[config.mk]
export PLATFORM = sky130hd
export DESIGN_NAME = hex_scan_ctrl
export DESIGN_NICKNAME = d
export VERILOG_FILES = /design/src/rtl/hex_scan_pkg.sv /design/src/rtl/hex_scan_tick.sv /design/src/rtl/hex_scan_ctrl.sv
export SDC_FILE = /design/constraint.sdc
export NUM_CORES = 1
export LEC_CHECK = 0
export CAP_MARGIN = 10
export CORE_MARGIN = 2
export CORE_UTILIZATION = 40
export CTS_BUF_LIST = sky130_fd_sc_hd__clkbuf_2
export DETAILED_ROUTE_END_ITERATION = 8
export PLACE_DENSITY = 0.63
export SLEW_MARGIN = 20
export SYNTH_ARGS = -nofsm -noshare
export SYNTH_HDL_FRONTEND = slang
export SYNTH_HIERARCHICAL = 1
export SYNTH_SLANG_ARGS = --single-unit
[constraint.sdc]
create_clock -name clk -period 2.65 [get_ports clk]
set_input_delay 0.3975 -clock clk [delete_from_list [all_inputs] [get_ports clk]]
set_output_delay 0.3975 -clock clk [all_outputs]
set_load 0.01 [all_outputs]
[src/rtl/hex_scan_pkg.sv]
// Shared types and helpers for the hex_scan_ctrl 7-segment scan controller.
// Build option: HEX_SCAN_LZ_BLANK_EN enables leading-zero blanking in hex_scan_ctrl.
package hex_scan_pkg;

    localparam int NIB_W = 4;

    typedef enum logic {
        BLANK = 1'b0,
        SHOW  = 1'b1
    } state_t;

    // Register width for a counter spanning 0..n-1 (never narrower than one bit).
    function automatic int cnt_w(input int n);
        return (n <= 2) ? 1 : $clog2(n);
    endfunction

endpackage

[src/rtl/hex_scan_tick.sv]
// Slot prescaler and digit index for the scan controller.
// Provides combinational strobes for the last cycle of a slot and of a frame.
module hex_scan_tick
    import hex_scan_pkg::*;
#(
    parameter int PRESCALE   = 50000,
    parameter int NUM_DIGITS = 4
) (
    input  logic                          clk,
    input  logic                          rst_n,
    output logic [cnt_w(PRESCALE)-1:0]    count,
    output logic [cnt_w(NUM_DIGITS)-1:0]  index,
    output logic                          slot_wrap,
    output logic                          frame_wrap
);

    localparam int CNT_W = cnt_w(PRESCALE);
    localparam int IDX_W = cnt_w(NUM_DIGITS);
    localparam logic [CNT_W-1:0] CNT_LAST = CNT_W'(PRESCALE - 1);
    localparam logic [IDX_W-1:0] IDX_LAST = IDX_W'(NUM_DIGITS - 1);

    logic [CNT_W-1:0] count_q, count_d;
    logic [IDX_W-1:0] index_q, index_d;

    always_comb begin
        slot_wrap  = (count_q == CNT_LAST);
        frame_wrap = slot_wrap && (index_q == IDX_LAST);
        count_d    = count_q + CNT_W'(1);
        index_d    = index_q;
        if (slot_wrap) begin
            count_d = '0;
            index_d = frame_wrap ? '0 : index_q + IDX_W'(1);
        end
    end

    always_ff @(posedge clk) begin
        if (!rst_n) begin
            count_q <= '0;
            index_q <= '0;
        end else begin
            count_q <= count_d;
            index_q <= index_d;
        end
    end

    assign count = count_q;
    assign index = index_q;

endmodule

[src/rtl/hex_scan_ctrl.sv]
// Time-multiplexed scan controller for common-anode 7-segment digits sharing one decoder.
// Build option: define HEX_SCAN_LZ_BLANK_EN to darken leading-zero digits (digit 0 always shown).
module hex_scan_ctrl
    import hex_scan_pkg::*;
#(
    parameter int NUM_DIGITS   = 4,
    parameter int PRESCALE     = 50000,
    parameter int BLANK_CYCLES = 16
) (
    input  logic                          clk,
    input  logic                          rst_n,
    input  logic [NIB_W*NUM_DIGITS-1:0]   upd_data,
    input  logic                          upd_valid,
    output logic                          upd_ready,
    input  logic [NUM_DIGITS-1:0]         digit_en,
    output logic [NIB_W-1:0]              nib_out,
    output logic [NUM_DIGITS-1:0]         an,
    output logic                          frame_tick
);

    localparam int CNT_W  = cnt_w(PRESCALE);
    localparam int IDX_W  = cnt_w(NUM_DIGITS);
    localparam int DATA_W = NIB_W * NUM_DIGITS;

    if (NUM_DIGITS < 1) begin : g_bad_digits
        $error("hex_scan_ctrl: NUM_DIGITS must be >= 1");
    end
    if (PRESCALE < 2) begin : g_bad_prescale
        $error("hex_scan_ctrl: PRESCALE must be >= 2");
    end
    if (BLANK_CYCLES >= PRESCALE) begin : g_bad_blank
        $error("hex_scan_ctrl: BLANK_CYCLES must be < PRESCALE");
    end

    logic [CNT_W-1:0]      count;
    logic [IDX_W-1:0]      index;
    logic                  slot_wrap;
    logic                  frame_wrap;

    state_t                state_q, state_d;
    logic [DATA_W-1:0]     disp_q, disp_d;
    logic [DATA_W-1:0]     pend_q, pend_d;
    logic                  pend_full_q, pend_full_d;
    logic [NIB_W-1:0]      nib_q, nib_d;
    logic [NUM_DIGITS-1:0] an_q, an_d;
    logic                  frame_tick_q, frame_tick_d;
    logic [NUM_DIGITS-1:0] lz_off;
    logic                  xfer;

    hex_scan_tick #(
        .PRESCALE   (PRESCALE),
        .NUM_DIGITS (NUM_DIGITS)
    ) u_tick (
        .clk        (clk),
        .rst_n      (rst_n),
        .count      (count),
        .index      (index),
        .slot_wrap  (slot_wrap),
        .frame_wrap (frame_wrap)
    );

    // State mirrors the counter: BLANK for the first BLANK_CYCLES counts of a slot.
    always_comb begin
        state_d = state_q;
        if (slot_wrap) begin
            state_d = (BLANK_CYCLES == 0) ? SHOW : BLANK;
        end else if (int'(count) + 1 == BLANK_CYCLES) begin
            state_d = SHOW;
        end
    end

    // Pending slot holds one update; it only reaches the display on a frame wrap.
    always_comb begin
        xfer        = upd_valid && !pend_full_q;
        pend_d      = pend_q;
        pend_full_d = pend_full_q;
        disp_d      = disp_q;
        if (frame_wrap && pend_full_q) begin
            disp_d      = pend_q;
            pend_full_d = 1'b0;
        end else if (xfer) begin
            pend_d      = upd_data;
            pend_full_d = 1'b1;
        end
    end

`ifdef HEX_SCAN_LZ_BLANK_EN
    logic upper_zero;

    always_comb begin
        lz_off     = '0;
        upper_zero = 1'b1;
        for (int i = NUM_DIGITS - 1; i > 0; i--) begin
            upper_zero = upper_zero && (disp_q[i*NIB_W +: NIB_W] == '0);
            lz_off[i]  = upper_zero;
        end
    end
`else
    assign lz_off = '0;
`endif

    // Nibble is driven in BLANK too so the external decoder settles before the anode turns on.
    always_comb begin
        nib_d        = disp_q[int'(index)*NIB_W +: NIB_W];
        an_d         = '1;
        frame_tick_d = frame_wrap;
        if ((state_q == SHOW) && digit_en[index] && !lz_off[index]) begin
            an_d[index] = 1'b0;
        end
    end

    always_ff @(posedge clk) begin
        if (!rst_n) begin
            state_q      <= BLANK;
            disp_q       <= '0;
            pend_full_q  <= 1'b0;
            nib_q        <= '0;
            an_q         <= '1;
            frame_tick_q <= 1'b0;
        end else begin
            state_q      <= state_d;
            disp_q       <= disp_d;
            pend_full_q  <= pend_full_d;
            nib_q        <= nib_d;
            an_q         <= an_d;
            frame_tick_q <= frame_tick_d;
        end
    end

    // Contents are meaningless while the pending flag is clear, so no reset is needed.
    always_ff @(posedge clk) begin
        pend_q <= pend_d;
    end

    assign upd_ready  = !pend_full_q;
    assign nib_out    = nib_q;
    assign an         = an_q;
    assign frame_tick = frame_tick_q;

endmodule

* Yosys cells after proc, flatten, opt, wreduce, memory -nomap -nowiden *
Index checks and enable logic that the tools add are counted.

cells by class
  shift operators = 1
  reductions and logical operators = 12
  bitwise logic cells = 3
  add/sub/neg operators = 3
  equal/unequal tests = 3
  $lt $le $gt $ge = 2
  multiplexer cells = 7

operators with widths
  operator                                                            count
  adder 16 x 1 -> 17 bit (second input constant)                      1
  equality test 17 x 5 -> 1 bit (second input constant)               1
  adder 16 x 1 -> 16 bit (second input constant)                      1
  equality test 16 bit (second input constant)                        1
  variable part select 16 x 5 -> 4 bit                                1
  logical AND 1 bit                                                   6
  binary-select mux 1 bit (select 2 bit)                              2
  inverter 4 bit                                                      1
  AND reduction 2 bit                                                 2
  OR reduction 2 bit                                                  2
  < comparator 2 x 3 -> 1 bit (second input constant)                 1
  2-to-1 mux 1 bit                                                    3
  adder 2 x 1 -> 2 bit (second input constant)                        1
  demux 1 bit (select 2 bit)                                          1
  equality test 2 bit (second input constant)                         1
  greater-or-equal comparator 2 x 1 -> 1 bit (second input constant)  1
  zero test 1 bit                                                     2
  2-to-1 mux 2 bit                                                    1
  inverter 1 bit                                                      2

storage, ports and cells
  output and inout port bits = 10
  register bits = 61
  input bits = 23
  logic and storage cells = 40

* Logic depth before layout (Yosys ltp) *
  depth in word-level cells = 5
  depth in mapped cells = 9
  mapped depth without buffers = 7

* Cells and area by module *
The synthesis kept the hierarchy.

by module, submodules not included
  module         seq. area each (sq um)  instances  cells an instance  area an instance (sq um)
  hex_scan_ctrl  1021.0                  1          146                1639.1
  hex_scan_tick  360.3                   1          95                 832.0

* Worst setup path after synthesis *
OpenSTA, ideal clock, no wires.

  path kind = flip-flop to flip-flop
  start = register u_tick.count_q[13] (netlist: u_tick/count[13])
  end = register disp_q[10]
  arrival = 2.054 ns
  setup time = 0.070 ns
  path buffers = 2
  stages on the path, launching flop included = 9
  setup slack = 0.526 ns
  period minus slack after synthesis = 2.124 ns
  data required time = 2.580 ns
  cell sequence = dfxtp_1 or4b_1 nor4_1 and3_1 and2_1 buf_2 buf_2 nand2_1 a21boi_1

on the way
  longest elaborated chain between the ends = 3

RTL lines
  what                      line                  RTL
  start: declaration        hex_scan_tick.sv:22   logic [CNT_W-1:0] count_q, count_d;
  start signal: assignment  hex_scan_tick.sv:41   count_q <= count_d;
  equality test 16 bit      hex_scan_tick.sv:26   slot_wrap = (count_q == CNT_LAST);
  logical AND 1 bit         hex_scan_tick.sv:27   frame_wrap = slot_wrap && (index_q == IDX_LAST);
  named net frame_tick_d    hex_scan_ctrl.sv:46   logic frame_tick_q, frame_tick_d;
  logical AND 1 bit         hex_scan_ctrl.sv:78   if (frame_wrap && pend_full_q) begin
  end signal: assignment    hex_scan_ctrl.sv:122  disp_q <= disp_d;
  end: declaration          hex_scan_ctrl.sv:41   logic [DATA_W-1:0] disp_q, disp_d;

The timed path passes the listed nets, and every way through them passes these cells.
A chain may end at the register's enable or synchronous reset.

* Worst setup path in the final report *
  start = register u_tick.count_q[13] (netlist: u_tick/count[13])
  end = register disp_q[9]

Same word-level chain as after synthesis.

==> summary.txt <==
Mean Syn Cell Area: 10.3 um^2
Status: finished, final reports clean
Share of layout cells above drive strength 1: 10.2%
Vias per cell: 4.95
Vias in the first global route: 1,636
Ys Warns: 6
Area Growth Syn to Fin: 20.7%
Slew at the pin closest to its max-slew limit: 665 ps
#FFs+latches synth: 61
WL met3: 249 um
Ant diodes: 0
Iter 0 DRT Violations: 104
Gpl congestion: 0.778
Final Skew: 33.0 ps
Initial Util: 41.5%
Largest area contributor in the netlist: dfxtp_1
Crit. End Element: flip-flop
VDD IR-drop max: 0.342 mV
WS Path Type: reg -> reg
H-tree depth: 3
Die Wd: 82.6 um
Seq/Total Area, Yosys: 55.9%
Slowest-stage cell, CP: or4b_1
Slew Viols, Final: 0
CP startpoint kind: flip-flop
MaxCap Viol Count: 0
Post-CTS Resized: 0
Sink Count: 61
FMAX: 431 MHz
Clock root buffer: clkbuf_2
I/O pins: 33
Total Wirelength: 4.57 mm
Period utilization: 87.5%
Pre-antenna DRT Iters: 6
Met2 WL post-DR: 1.86 mm
DRT antenna net count: 0
Min Clock Period, post-route: 2320 ps
Largest net degree at the start of global routing: 23
Critical Path Most Common Cell: nand2_1
Die height: 82.6 um
Post-Syn Nets: 266
Total negative slack: 0 ps
Data required time at the worst endpoint: 3040 ps
Worst path bufs/invs: 0
Std cell rows: 28
Mapped cell area: 2470 um^2
DIE AREA: 6820 um^2
CP top delay family: simple AND/OR/NAND/NOR gates
Syn Inst Count: 241
Ranking of synthesized cells by area: dfxtp_1 36%, edfxtp_1 19%, nand2_1 5.9%
DR top layer: met4
RSZ-0062 raised after global routing: false
Critical Path AT: 2710 ps
Tot GR Track Use: 15.0%
Post-synth top area share: 36.5%
Hold Vio Cnt, Final: 0
Post-DP HPWL: 3.10 mm
Initial antenna violation count: 0
Final non-filler cell total: 358
Dpl cells: 342
Num CTS Buffers: 9
CTS tree: yes
WL met1: 2.38 mm
Relative slew margins: 55.7%
CP max FO: 16
Wire length per cell: 12.8 um
CTS Hold Bufs: 0
Final setup vio count: 0
CTS Buffer Depth: 2
P_leak: 1.01 nW
I/O Buffers: 32
Total gr overflow: 0
Worst min-delay path class: in -> reg
Library cells used by synthesis: 37
Cell area power density: 541 nW/um^2
Later-pin clock latency in the skew report: 490 ps
Remaining DRCs: 0
Via Count: 1,773
Net count, final: 303
First-pass GRT wire length: 7.55 mm
Post-CTS setup buffer count: 0
Worst-path clk slew: 190 ps
Core area: 5960 um^2
CP cell instances: or4b_1 -> nor4_1 -> and3_1 -> nand2_1 -> nand2_1 -> a21boi_1
Worst path max stage delay: 560 ps
## layout make-up
cell class                      instances  area, um^2
Sequential cell                        61        1380
Clock buffer                           10        50.0
Fill cell                             578        2970
Tap cell                               75        93.8
Inverter                                6        22.5
Clock inverter                          6        63.8
Multi-Input combinational cell        165        1030
Timing Repair Buffer                   35         343
## state kept, by name, indices dropped and copies added (netlist names)
name	count
an	4
disp_q	16
frame_tick	1
nib_out	4
pend_full_q	1
pend_q	16
state_q	1
u_tick/count	16
u_tick/index	2
## layout by cell type (no fill, tap or decap), types with 6 or more instances in the layout
master	n
nor4_1	6
xnor2_1	8
clkdlybuf4s50_1	32
dfxtp_1	45
edfxtp_1	16
nand2_1	39
nor2_1	22
inv_1	6
and2_1	7
clkbuf_2	10
a21boi_1	16
nand3_1	13
nand4_1	7
## cell usage after synthesis, drive strengths merged
| master | instances |
|---|---|
| a21boi | 16 |
| a21oi | 4 |
| nor4 | 6 |
| o21ai | 5 |
| edfxtp | 16 |
| or3b | 1 |
| and4 | 1 |
| nor2b | 1 |
| nand3 | 13 |
| nor2 | 22 |
| nand4b | 1 |
| and3 | 4 |
| mux2i | 2 |
| and2 | 7 |
| or2 | 3 |
| nor3b | 1 |
| nand4 | 7 |
| buf | 4 |
| clkbuf | 5 |
| nor3 | 2 |
| nand2 | 39 |
| dfxtp | 45 |
| xor2 | 5 |
| nand2b | 1 |
| mux4 | 4 |
| or4 | 3 |
| ha | 2 |
| o31ai | 3 |
| o31a | 1 |
| nand3b | 2 |
| inv | 6 |
| or4b | 1 |
| xnor2 | 8 |
## worst paths after layout
path,start,endpoint,slack [ps],depth (start not counted)
max,u_tick/count[13],disp_q[9],330,6
max reg2reg,u_tick/count[13],disp_q[9],330,6
min,digit_en[1],an[1],390,2
min reg2reg,disp_q[13],disp_q[13],460,2
## through the flow
stage	area [um^2]	setup WS, ps	hold WS [ps]	util (%)	total power [mW]
after floorplan	2470	526	432	-	1.03
after global placement	2870	411	441	48.2	1.07
after detailed placement	2870	343	445	48.2	1.07
after CTS	2980	328	375	50.1	1.63
after global routing	2980	132	352	50.1	1.69
final	2980	330	390	50.1	1.61
## cells by family (layout without fill, tap and decap cells)
| group | Yosys count | count (layout) | synth area share, % |
|---|---|---|---|
| AOI/OAI and AO/OA | 29 | 29 | 8.30 |
| xor gates and xnor gates | 13 | 13 | 4.61 |
| and+or+nand+nor | 115 | 115 | 23.2 |
| DFF | 61 | 61 | 55.9 |
| buffers and inverters | 15 | 57 | 2.48 |
| adders and majority gates | 2 | 2 | 1.01 |
| muxes | 6 | 6 | 4.46 |
## layer usage
layer | vias up | GRT usage, %
li1 | 923 | -
met2 | 43 | 21.0
met4 | 0 | 7.38
met3 | 8 | 5.11
met1 | 799 | 20.4
met5 | - | 0
## worst reg2reg max path, stage by stage, from the launching register on
cell and delay (ps):
dfxtp_1 430, or4b_1 560, nor4_1 400, and3_1 260, nand2_1 330, nand2_1 190, a21boi_1 70
## power breakdown
| group | internal [mW] | switching (mW) |
|---|---|---|
| logic | 0.0404 | 0.0250 |
| registers | 0.977 | 0.0104 |
| clock network | 0.219 | 0.341 |
| total | 1.24 | 0.377 |
(Power assumes the default switching activity.)
